$ cat config.mk
export PLATFORM = sky130hd
export DESIGN_NAME = cordic_vectoring
export DESIGN_NICKNAME = d
export VERILOG_FILES = /design/src/rtl/cordic_vectoring.sv
export SDC_FILE = /design/constraint.sdc
export NUM_CORES = 2
export LEC_CHECK = 0
export CAP_MARGIN = 10
export CORE_ASPECT_RATIO = 1.4
export CORE_MARGIN = 8
export CORE_UTILIZATION = 40
export CTS_BUF_LIST = sky130_fd_sc_hd__clkbuf_8
export DETAILED_ROUTE_END_ITERATION = 12
export GPL_ROUTABILITY_DRIVEN = 1
export PLACE_DENSITY_LB_ADDON = 0.12
export SKIP_CTS_REPAIR_TIMING = 1
export SLEW_MARGIN = 5
export SYNTH_ARGS = -nofsm -noshare
export SYNTH_HDL_FRONTEND = slang
export SYNTH_SLANG_ARGS = --single-unit
$ cat constraint.sdc
create_clock -name clock -period 5.6 [get_ports clock]
set_clock_uncertainty 0.2 [all_clocks]
set_input_delay 1.12 -clock clock [delete_from_list [all_inputs] [get_ports clock]]
set_output_delay 1.12 -clock clock [all_outputs]
set_load 0.05 [all_outputs]
$ cat src/rtl/cordic_vectoring.sv
`default_nettype none
// ============================================================================
// Module   : cordic_vectoring
// Desc     : Pipelined vectoring-mode CORDIC, I/Q -> magnitude/phase, one
//            sample per clock. Define CORDIC_PHASE_DIFF_EN to build the
//            phase-difference (FM discriminator) path on out_dphase.
// Revision : 1.0  initial release
// ============================================================================
module cordic_vectoring #(
    parameter int IN_WIDTH    = 16,
    parameter int EXTRA_BITS  = 5,
    parameter int MAG_WIDTH   = 16,
    parameter int PHASE_WIDTH = 16
) (
    input  logic                   clock,
    input  logic                   reset,
    input  logic                   in_valid,
    input  logic [IN_WIDTH-1:0]    in_data_I,
    input  logic [IN_WIDTH-1:0]    in_data_Q,
    output logic                   out_valid,
    output logic [MAG_WIDTH-1:0]   out_mag,
    output logic [PHASE_WIDTH-1:0] out_phase,
    output logic [PHASE_WIDTH-1:0] out_dphase
);
    localparam int c_WR  = IN_WIDTH + EXTRA_BITS + 2;
    localparam int c_WZ  = IN_WIDTH + EXTRA_BITS - 1;
    localparam int c_STG = IN_WIDTH + EXTRA_BITS - 2;
    localparam logic signed [c_WZ-1:0] c_PI_2 = {2'b01, {(c_WZ-2){1'b0}}};

    // atan(2^-s) with 2^32 = 2*Pi (truncated), then rounded to c_WZ bits
    function automatic logic signed [c_WZ-1:0] atan_const(input int s);
        logic [63:0] v;
        case (s)
            0:  v = 64'd536870912;
            1:  v = 64'd316933406;
            2:  v = 64'd167458907;
            3:  v = 64'd85004756;
            4:  v = 64'd42667331;
            5:  v = 64'd21354465;
            6:  v = 64'd10679838;
            7:  v = 64'd5340245;
            8:  v = 64'd2670163;
            9:  v = 64'd1335087;
            10: v = 64'd667544;
            11: v = 64'd333772;
            12: v = 64'd166886;
            13: v = 64'd83443;
            14: v = 64'd41721;
            15: v = 64'd20860;
            16: v = 64'd10430;
            17: v = 64'd5215;
            18: v = 64'd2607;
            19: v = 64'd1303;
            20: v = 64'd651;
            21: v = 64'd325;
            22: v = 64'd162;
            23: v = 64'd81;
            24: v = 64'd40;
            25: v = 64'd20;
            26: v = 64'd10;
            27: v = 64'd5;
            28: v = 64'd2;
            29: v = 64'd1;
            default: v = 64'd0;
        endcase
        v = (v + (64'd1 << (31 - c_WZ))) >> (32 - c_WZ);
        return $signed(v[c_WZ-1:0]);
    endfunction

    // Half an LSB at shift s; adding it before >>> gives round-half-up
    function automatic logic signed [c_WR-1:0] round_half(input int s);
        logic [c_WR-1:0] v;
        v = {{(c_WR-1){1'b0}}, 1'b1} << s;
        return $signed(v >> 1);
    endfunction

    logic signed [c_WR-1:0] w_xi;
    logic signed [c_WR-1:0] w_yi;
    logic                   w_zero_in;

    assign w_xi      = {{2{in_data_I[IN_WIDTH-1]}}, in_data_I, {EXTRA_BITS{1'b0}}};
    assign w_yi      = {{2{in_data_Q[IN_WIDTH-1]}}, in_data_Q, {EXTRA_BITS{1'b0}}};
    assign w_zero_in = (in_data_I == '0) && (in_data_Q == '0);

    logic signed [c_WR-1:0] r_x [0:c_STG-1];
    logic signed [c_WR-1:0] r_y [0:c_STG-1];
    logic signed [c_WZ-1:0] r_z [0:c_STG-1];
    logic [c_STG-1:0]       r_vld;
    logic [c_STG-1:0]       r_zero;

    logic signed [c_WR-1:0] w_xs   [1:c_STG-1];
    logic signed [c_WR-1:0] w_ys   [1:c_STG-1];
    logic signed [c_WZ-1:0] w_atan [1:c_STG-1];

    always_comb begin
        for (int n = 1; n < c_STG; n++) begin
            w_xs[n]   = (r_x[n-1] + round_half(n-1)) >>> (n-1);
            w_ys[n]   = (r_y[n-1] + round_half(n-1)) >>> (n-1);
            w_atan[n] = atan_const(n-1);
        end
    end

    // Valid and zero flags ride alongside the data; only valid needs clearing
    always_ff @(posedge clock) begin
        if (reset) begin
            r_vld  <= '0;
            r_zero <= '0;
        end else begin
            r_vld  <= {r_vld[c_STG-2:0], in_valid};
            r_zero <= {r_zero[c_STG-2:0], w_zero_in};
        end
    end

    always_ff @(posedge clock) begin
        // Fold left half-plane onto right half-plane by a +/-Pi/2 rotation
        if (!w_xi[c_WR-1]) begin
            r_x[0] <= w_xi;
            r_y[0] <= w_yi;
            r_z[0] <= '0;
        end else if (!w_yi[c_WR-1]) begin
            r_x[0] <= w_yi;
            r_y[0] <= -w_xi;
            r_z[0] <= c_PI_2;
        end else begin
            r_x[0] <= -w_yi;
            r_y[0] <= w_xi;
            r_z[0] <= -c_PI_2;
        end
        for (int n = 1; n < c_STG; n++) begin
            if (!r_y[n-1][c_WR-1]) begin
                r_x[n] <= r_x[n-1] + w_ys[n];
                r_y[n] <= r_y[n-1] - w_xs[n];
                r_z[n] <= r_z[n-1] + w_atan[n];
            end else begin
                r_x[n] <= r_x[n-1] - w_ys[n];
                r_y[n] <= r_y[n-1] + w_xs[n];
                r_z[n] <= r_z[n-1] - w_atan[n];
            end
        end
    end

    logic [c_WR-1:0]        w_xf;
    logic [c_WZ-1:0]        w_zf;
    logic [MAG_WIDTH:0]     w_mag_sum;
    logic [MAG_WIDTH-1:0]   w_mag;
    logic [PHASE_WIDTH-1:0] w_phase;
    logic [MAG_WIDTH-1:0]   w_mag_o;
    logic [PHASE_WIDTH-1:0] w_phase_o;
    logic                   w_unused;

    assign w_xf      = r_x[c_STG-1];
    assign w_zf      = r_z[c_STG-1];
    assign w_mag_sum = {1'b0, w_xf[c_WR-2 -: MAG_WIDTH]}
                     + {{MAG_WIDTH{1'b0}}, w_xf[c_WR-2-MAG_WIDTH]};
    assign w_mag     = w_mag_sum[MAG_WIDTH] ? {MAG_WIDTH{1'b1}} : w_mag_sum[MAG_WIDTH-1:0];
    // Phase rounding wraps naturally, so +Pi rounds into -Pi (0x8000)
    assign w_phase   = w_zf[c_WZ-1 -: PHASE_WIDTH]
                     + {{(PHASE_WIDTH-1){1'b0}}, w_zf[c_WZ-1-PHASE_WIDTH]};
    assign w_mag_o   = r_zero[c_STG-1] ? '0 : w_mag;
    assign w_phase_o = r_zero[c_STG-1] ? '0 : w_phase;
    assign w_unused  = ^{w_xf[c_WR-1], w_xf[c_WR-3-MAG_WIDTH:0],
                         w_zf[c_WZ-2-PHASE_WIDTH:0], r_y[c_STG-1]};

    logic                   r_valid;
    logic [MAG_WIDTH-1:0]   r_mag;
    logic [PHASE_WIDTH-1:0] r_phase;

    always_ff @(posedge clock) begin
        if (reset) begin
            r_valid <= 1'b0;
            r_mag   <= '0;
            r_phase <= '0;
        end else begin
            r_valid <= r_vld[c_STG-1];
            if (r_vld[c_STG-1]) begin
                r_mag   <= w_mag_o;
                r_phase <= w_phase_o;
            end
        end
    end

    assign out_valid = r_valid;
    assign out_mag   = r_mag;
    assign out_phase = r_phase;

`ifdef CORDIC_PHASE_DIFF_EN
    logic [PHASE_WIDTH-1:0] r_prev_phase;
    logic [PHASE_WIDTH-1:0] r_dphase;

    always_ff @(posedge clock) begin
        if (reset) begin
            r_prev_phase <= '0;
            r_dphase     <= '0;
        end else if (r_vld[c_STG-1]) begin
            r_dphase     <= w_phase_o - r_prev_phase;
            r_prev_phase <= w_phase_o;
        end
    end

    assign out_dphase = r_dphase;
`else
    assign out_dphase = '0;
`endif

endmodule
`default_nettype wire

Yosys cells after proc, flatten, opt, wreduce, memory -nomap -nowiden. Memory sizes are Yosys's and may differ from the RTL's. Cells that the tools add are included.

Output and inout bits: 49. RAM bits: 1254. Bits of input ports: 35. Memory bits (read-only): 0. Bits in latches: 0. Memories kept: 3. Bits in registers: 71. Logic and storage cells: 322.

Multiplexer cells: 106. $mul: 0. Eq/ne operators: 0. Add/subtract/negate cells: 145. $lt $le $gt $ge: 0. Reductions and logical operators: 3. Shifts and indexed selects: 0. Bitwise logic cells: 60. Div/mod/pow operators: 0.

Memory list: r_x (depth 19, bits a word 23, read ports 19, clocked after Yosys merged registers in 0, wr ports 19, RTL line 85) `logic signed [c_WR-1:0] r_x [0:c_STG-1];`; r_y (depth 19, bits a word 23, read ports 18, clocked after Yosys merged registers in 0, wr ports 19, RTL line 86) `logic signed [c_WR-1:0] r_y [0:c_STG-1];`; r_z (depth 19, bits a word 20, read ports 19, clocked after Yosys merged registers in 0, wr ports 19, RTL line 87) `logic signed [c_WZ-1:0] r_z [0:c_STG-1];`.

Operators by type and width (number): 23-bit 2-to-1 mux (40); 20-bit 2-to-1 mux (20); 1-bit bitwise OR (60); 16-bit 2-to-1 mux (3); 23-bit by 10-bit adder with 23-bit output (2); 23-bit by 10-bit adder with 23-bit output, second input constant (2); 23-bit by 11-bit adder with 23-bit output (2); 23-bit by 11-bit adder with 23-bit output, second input constant (2); 23-bit by 12-bit adder with 23-bit output (2); 23-bit by 12-bit adder with 23-bit output, second input constant (2); 23-bit by 13-bit adder with 23-bit output (2); 23-bit by 13-bit adder with 23-bit output, second input constant (2); 23-bit by 14-bit adder with 23-bit output (2); 23-bit by 14-bit adder with 23-bit output, second input constant (2); 23-bit by 15-bit adder with 23-bit output (2); 23-bit by 15-bit adder with 23-bit output, second input constant (2); 23-bit by 16-bit adder with 23-bit output (2); 23-bit by 16-bit adder with 23-bit output, second input constant (2); 23-bit by 17-bit adder with 23-bit output (2); 23-bit by 17-bit adder with 23-bit output, second input constant (2); 23-bit by 18-bit adder with 23-bit output (2); 23-bit by 18-bit adder with 23-bit output, second input constant (2); 23-bit by 19-bit adder with 23-bit output (2); 23-bit by 2-bit adder with 23-bit output, second input constant (2); 75 further kinds (151).

Depth between registers and ports, before layout.
Word-level depth: 5. Depth in mapped cells: 22. Mapped depth without buffers: 22.

Worst setup path after synthesis. Ideal clock, no wire load.

Path kind: register to register. Start point: memory r_x[9][8] (netlist name). End point: memory r_y[2][68] (netlist name). Required time: 5.328 ns. Setup slack: 0.932 ns. Period minus slack after synthesis: 4.668 ns. Cell stages (with the launch flop): 23. Setup time: 0.072 ns. Data arrival time: 4.396 ns. Buffers on the path: 1. Cells stage by stage: dfxtp_1 -> ha_1 -> and3_1 -> and3_1 -> clkbuf_1 -> o41ai_1 -> nand2_1 -> nand2_1 -> nor2b_1 -> nand2_1 -> mux2i_1 -> o22ai_1 -> xor2_1 -> ha_1 -> a21o_1 -> a221o_1 -> a31oi_1 -> o21ai_1 -> a41o_1 -> o41ai_1 -> o21bai_1 -> a21oi_1 -> xor2_1.

RTL lines (RTL line): start, declared (85); end, declared (86).

==> impl_results.md <==
* Vias per cell at 5.392
* Post-DP HPWL at 210200 um
* Slowest cell on crit path: a2111oi_0
* DIE WIDTH at 414.7 um
* DR pass1 iterations at 6
* Post-synthesis compound-gate area fraction at 19.07%
* Crit-path cells: nand3_1, nor2_1, nand3_1, xnor2_1, nand3_1, ha_1, inv_1, o21ai_0, ha_1, o21ai_0, a21oi_1, o21ai_1, a211o_1, a41oi_1, and4_1, a2111oi_0, a21oi_1, xnor2_1
* Count leader, synth: dfxtp_1
* Slew Limit Fails at 0
* Clock slew at reported path FFs at 0.06 ns
* Reg2reg setup slack at 0.35 ns
* Critical Path End Type: flop
* Starting density of the core at 40.08%
* Adder-cell share of the synthesized area at 16.67%
* Synth top cells by count: 1131 x dfxtp_1, 1123 x xnor2_1, 1119 x ha_1, 993 x nor2_1, 890 x a21oi_1
* Synth area leaders: dfxtp_1 25%, ha_1 16%, xnor2_1 11%
* # DRC at 0
* Core area at 222100 um^2
* CTS root buffer: clkbuf_8
* Vias in the first global route at 74400
* Rows at 205
* Critical path arrival at 5.91 ns
* Crit path launch type: flop
* First-pass GRT wire length at 398300 um
* Area leader, netlist: dfxtp_1
* CTS tree: built
* Unique masters post-synth at 102
* Layout cell share with drive strength beyond 1 at 5.124%
* Num CTS Buffers at 211
* Fin nets at 12050
* Final period util at 93.75%
* HP Class: reg -> reg
* Syn avg cell area at 8.356 um^2
* Setup crit start: r_y[4][17]
* XOR/XNOR Fraction of Synth Area at 16.60%
* Final setup violation count at 0
* Simple-gate share of the synthesized area at 17.34%
* Max Fclk at 0.1905 GHz
* Largest net degree at the start of global routing at 65
* Seq/Total Area, Yosys at 26.72%
* Post-route ant nets at 0
* Largest family of logic cells by synthesized area: compound AO/OA/AOI/OAI gates
* Initial antenna violation count at 4
* Final core utilization at 44.00%
* Final Instance Area at 97740 um^2
* Critical path class: reg -> reg
* Yosys top cell area share at 25.43%
* Global route total overflow at 0
* Max stage delay on crit path at 0.68 ns
* Max_cap viols at 0
* Most frequent CP cell: nand3_1
* Longest Clk Path Bufs at 4
* CP max FO at 7
* Fin. Hold Viols at 0
* DRT iter0 DRCs at 3351
* Yosys reg bits at 1169
* Ys async rst share at 0%
* Status: completed
* RSZ-0062 raised after global routing: no
* Clock latency on the worst-skew pair at 0.98 ns
* Synthesized area at 89020 um^2
* Die area at 238100 um^2
* Worst Max-Slew Pin Slew at 1.174 ns
* EDFF count, synth at 38
* Placer Congestion at 0.8863
* Syn. warnings at 0
* Placed Instance Area at 93280 um^2
* Slew HR at 21.47%
* Area grow syn2layout at 9.796%
* Hold wc startpoint: r_z[8][1]
* Min cycle time layout at 5.250 ns
* H-tree lvl count at 4
* Reg-to-Reg Start: r_y[4][17]
* Proportion of synthesized area in mux cells at 0.6128%
* Final Routed Wirelength at 255100 um
* Req. time, crit path at 6.26 ns
* Cell count after synthesis at 10650
* Chip Height at 574.2 um
* IO Port Bufs at 67
* Fin Setup TNS at 0 ns
* Routed wire length per instance at 18.34 um
* # IOs at 84
* Clock Sinks at 1169
* Tot GR Track Use at 20.49%
* Via count at 75010
* Synth Flop Type: dfxtp_1
[through the flow]
stage	setup slack [ns]	hold WS, ns	cells
floorplan	0.9320	0.1096	10710
global placement	0.3728	0.1133	13540
finish	0.3503	0.1190	13910
global route	0.01264	0.1209	13910
detailed placement	0.4200	0.1157	13540
CTS	0.3973	0.1180	13910
[per-layer routing]
| layer | global-route usage, % | share of wire [%] | vias up |
|---|---|---|---|
| met2 | 40.63 | 54 | 1301 |
| li1 | - | - | 38130 |
| met3 | 2.380 | 2.8 | 633 |
| met5 | 0 | 0.0051 | - |
| met1 | 20.03 | 37 | 34940 |
| met4 | 12.51 | 6.9 | 2 |
[area by class of cell]
class | instances | area, um^2
multi-input cells | 8856 | 62800
diodes | 5 | 12.51
inverters | 459 | 1723
clock inverters | 96 | 745.7
fillers | 22280 | 124400
well taps | 2898 | 3626
flip-flops and latches | 1169 | 23800
repair buffers | 159 | 1351
clock buffers | 268 | 3689
[worst paths after layout]
check | to | depth (start not counted)
setup / recovery | r_x[17][21] | 18
hold / removal | r_z[9][1] | 0
setup reg to reg | r_x[17][21] | 18
hold reg to reg | r_z[9][1] | 0
[cells by family (layout without fill, tap and decap cells)]
kind of cell / count (synthesis) / count (layout)
AND/OR/NAND/NOR: 3201 / 3201
adder cells (fa/ha/maj): 1161 / 1161
other: 2 / 61
AO/OA/AOI/OAI: 2699 / 2699
buffers and inverters: 683 / 982
multiplexers: 53 / 53
XOR/XNOR: 1686 / 1686
flip-flops: 1169 / 1169
[critical path: cells and delay by family (launching register included)]
family | cells | cell delay [ns]
DFF | 1 | 0.43
xor gates and xnor gates | 2 | 0.64
adders and majority gates | 2 | 0.66
AOI/OAI and AO/OA | 8 | 1.91
and+or+nand+nor | 5 | 1.25
buffers and inverters | 1 | 0.03
[cell usage in the layout, fill, tap and decap left out, types with 56 or more instances in the layout]
master           netlist  routed
ha_1                1119    1119
xnor2_1             1123    1123
and3_1               220     220
nor3_1               230     230
conb_1                 2      56
a21o_1               274     274
a31oi_1              124     124
nand2_1              639     639
nand3_1              370     370
inv_1                449     495
nor2b_1              176     176
xor2_1               562     562
nor2_1               993     992
and2_1                87      87
clkdlybuf4s50_1        0      65
o21a_1               149     149
buf_4                 19      92
dfxtp_1             1131    1121
a21oi_1              890     890
nand4_1              103     103
o31ai_1               70      70
nand2b_1             130     130
o21bai_1             116     116
o21ai_0              530     530
clkbuf_8               0     268
or3_1                 58      58
[state kept, by name, summed over array words and instances (netlist names)]
| signal | count |
|---|---|
| r_zero | 19 |
| r_z | 305 |
| out_valid | 1 |
| r_y | 379 |
| r_vld | 19 |
| out_mag | 16 |
| out_phase | 16 |
| r_x | 414 |
Power is left out: the tool's default activity adds up to more than one toggle a clock period on the data nets, which glitch-free logic cannot reach.
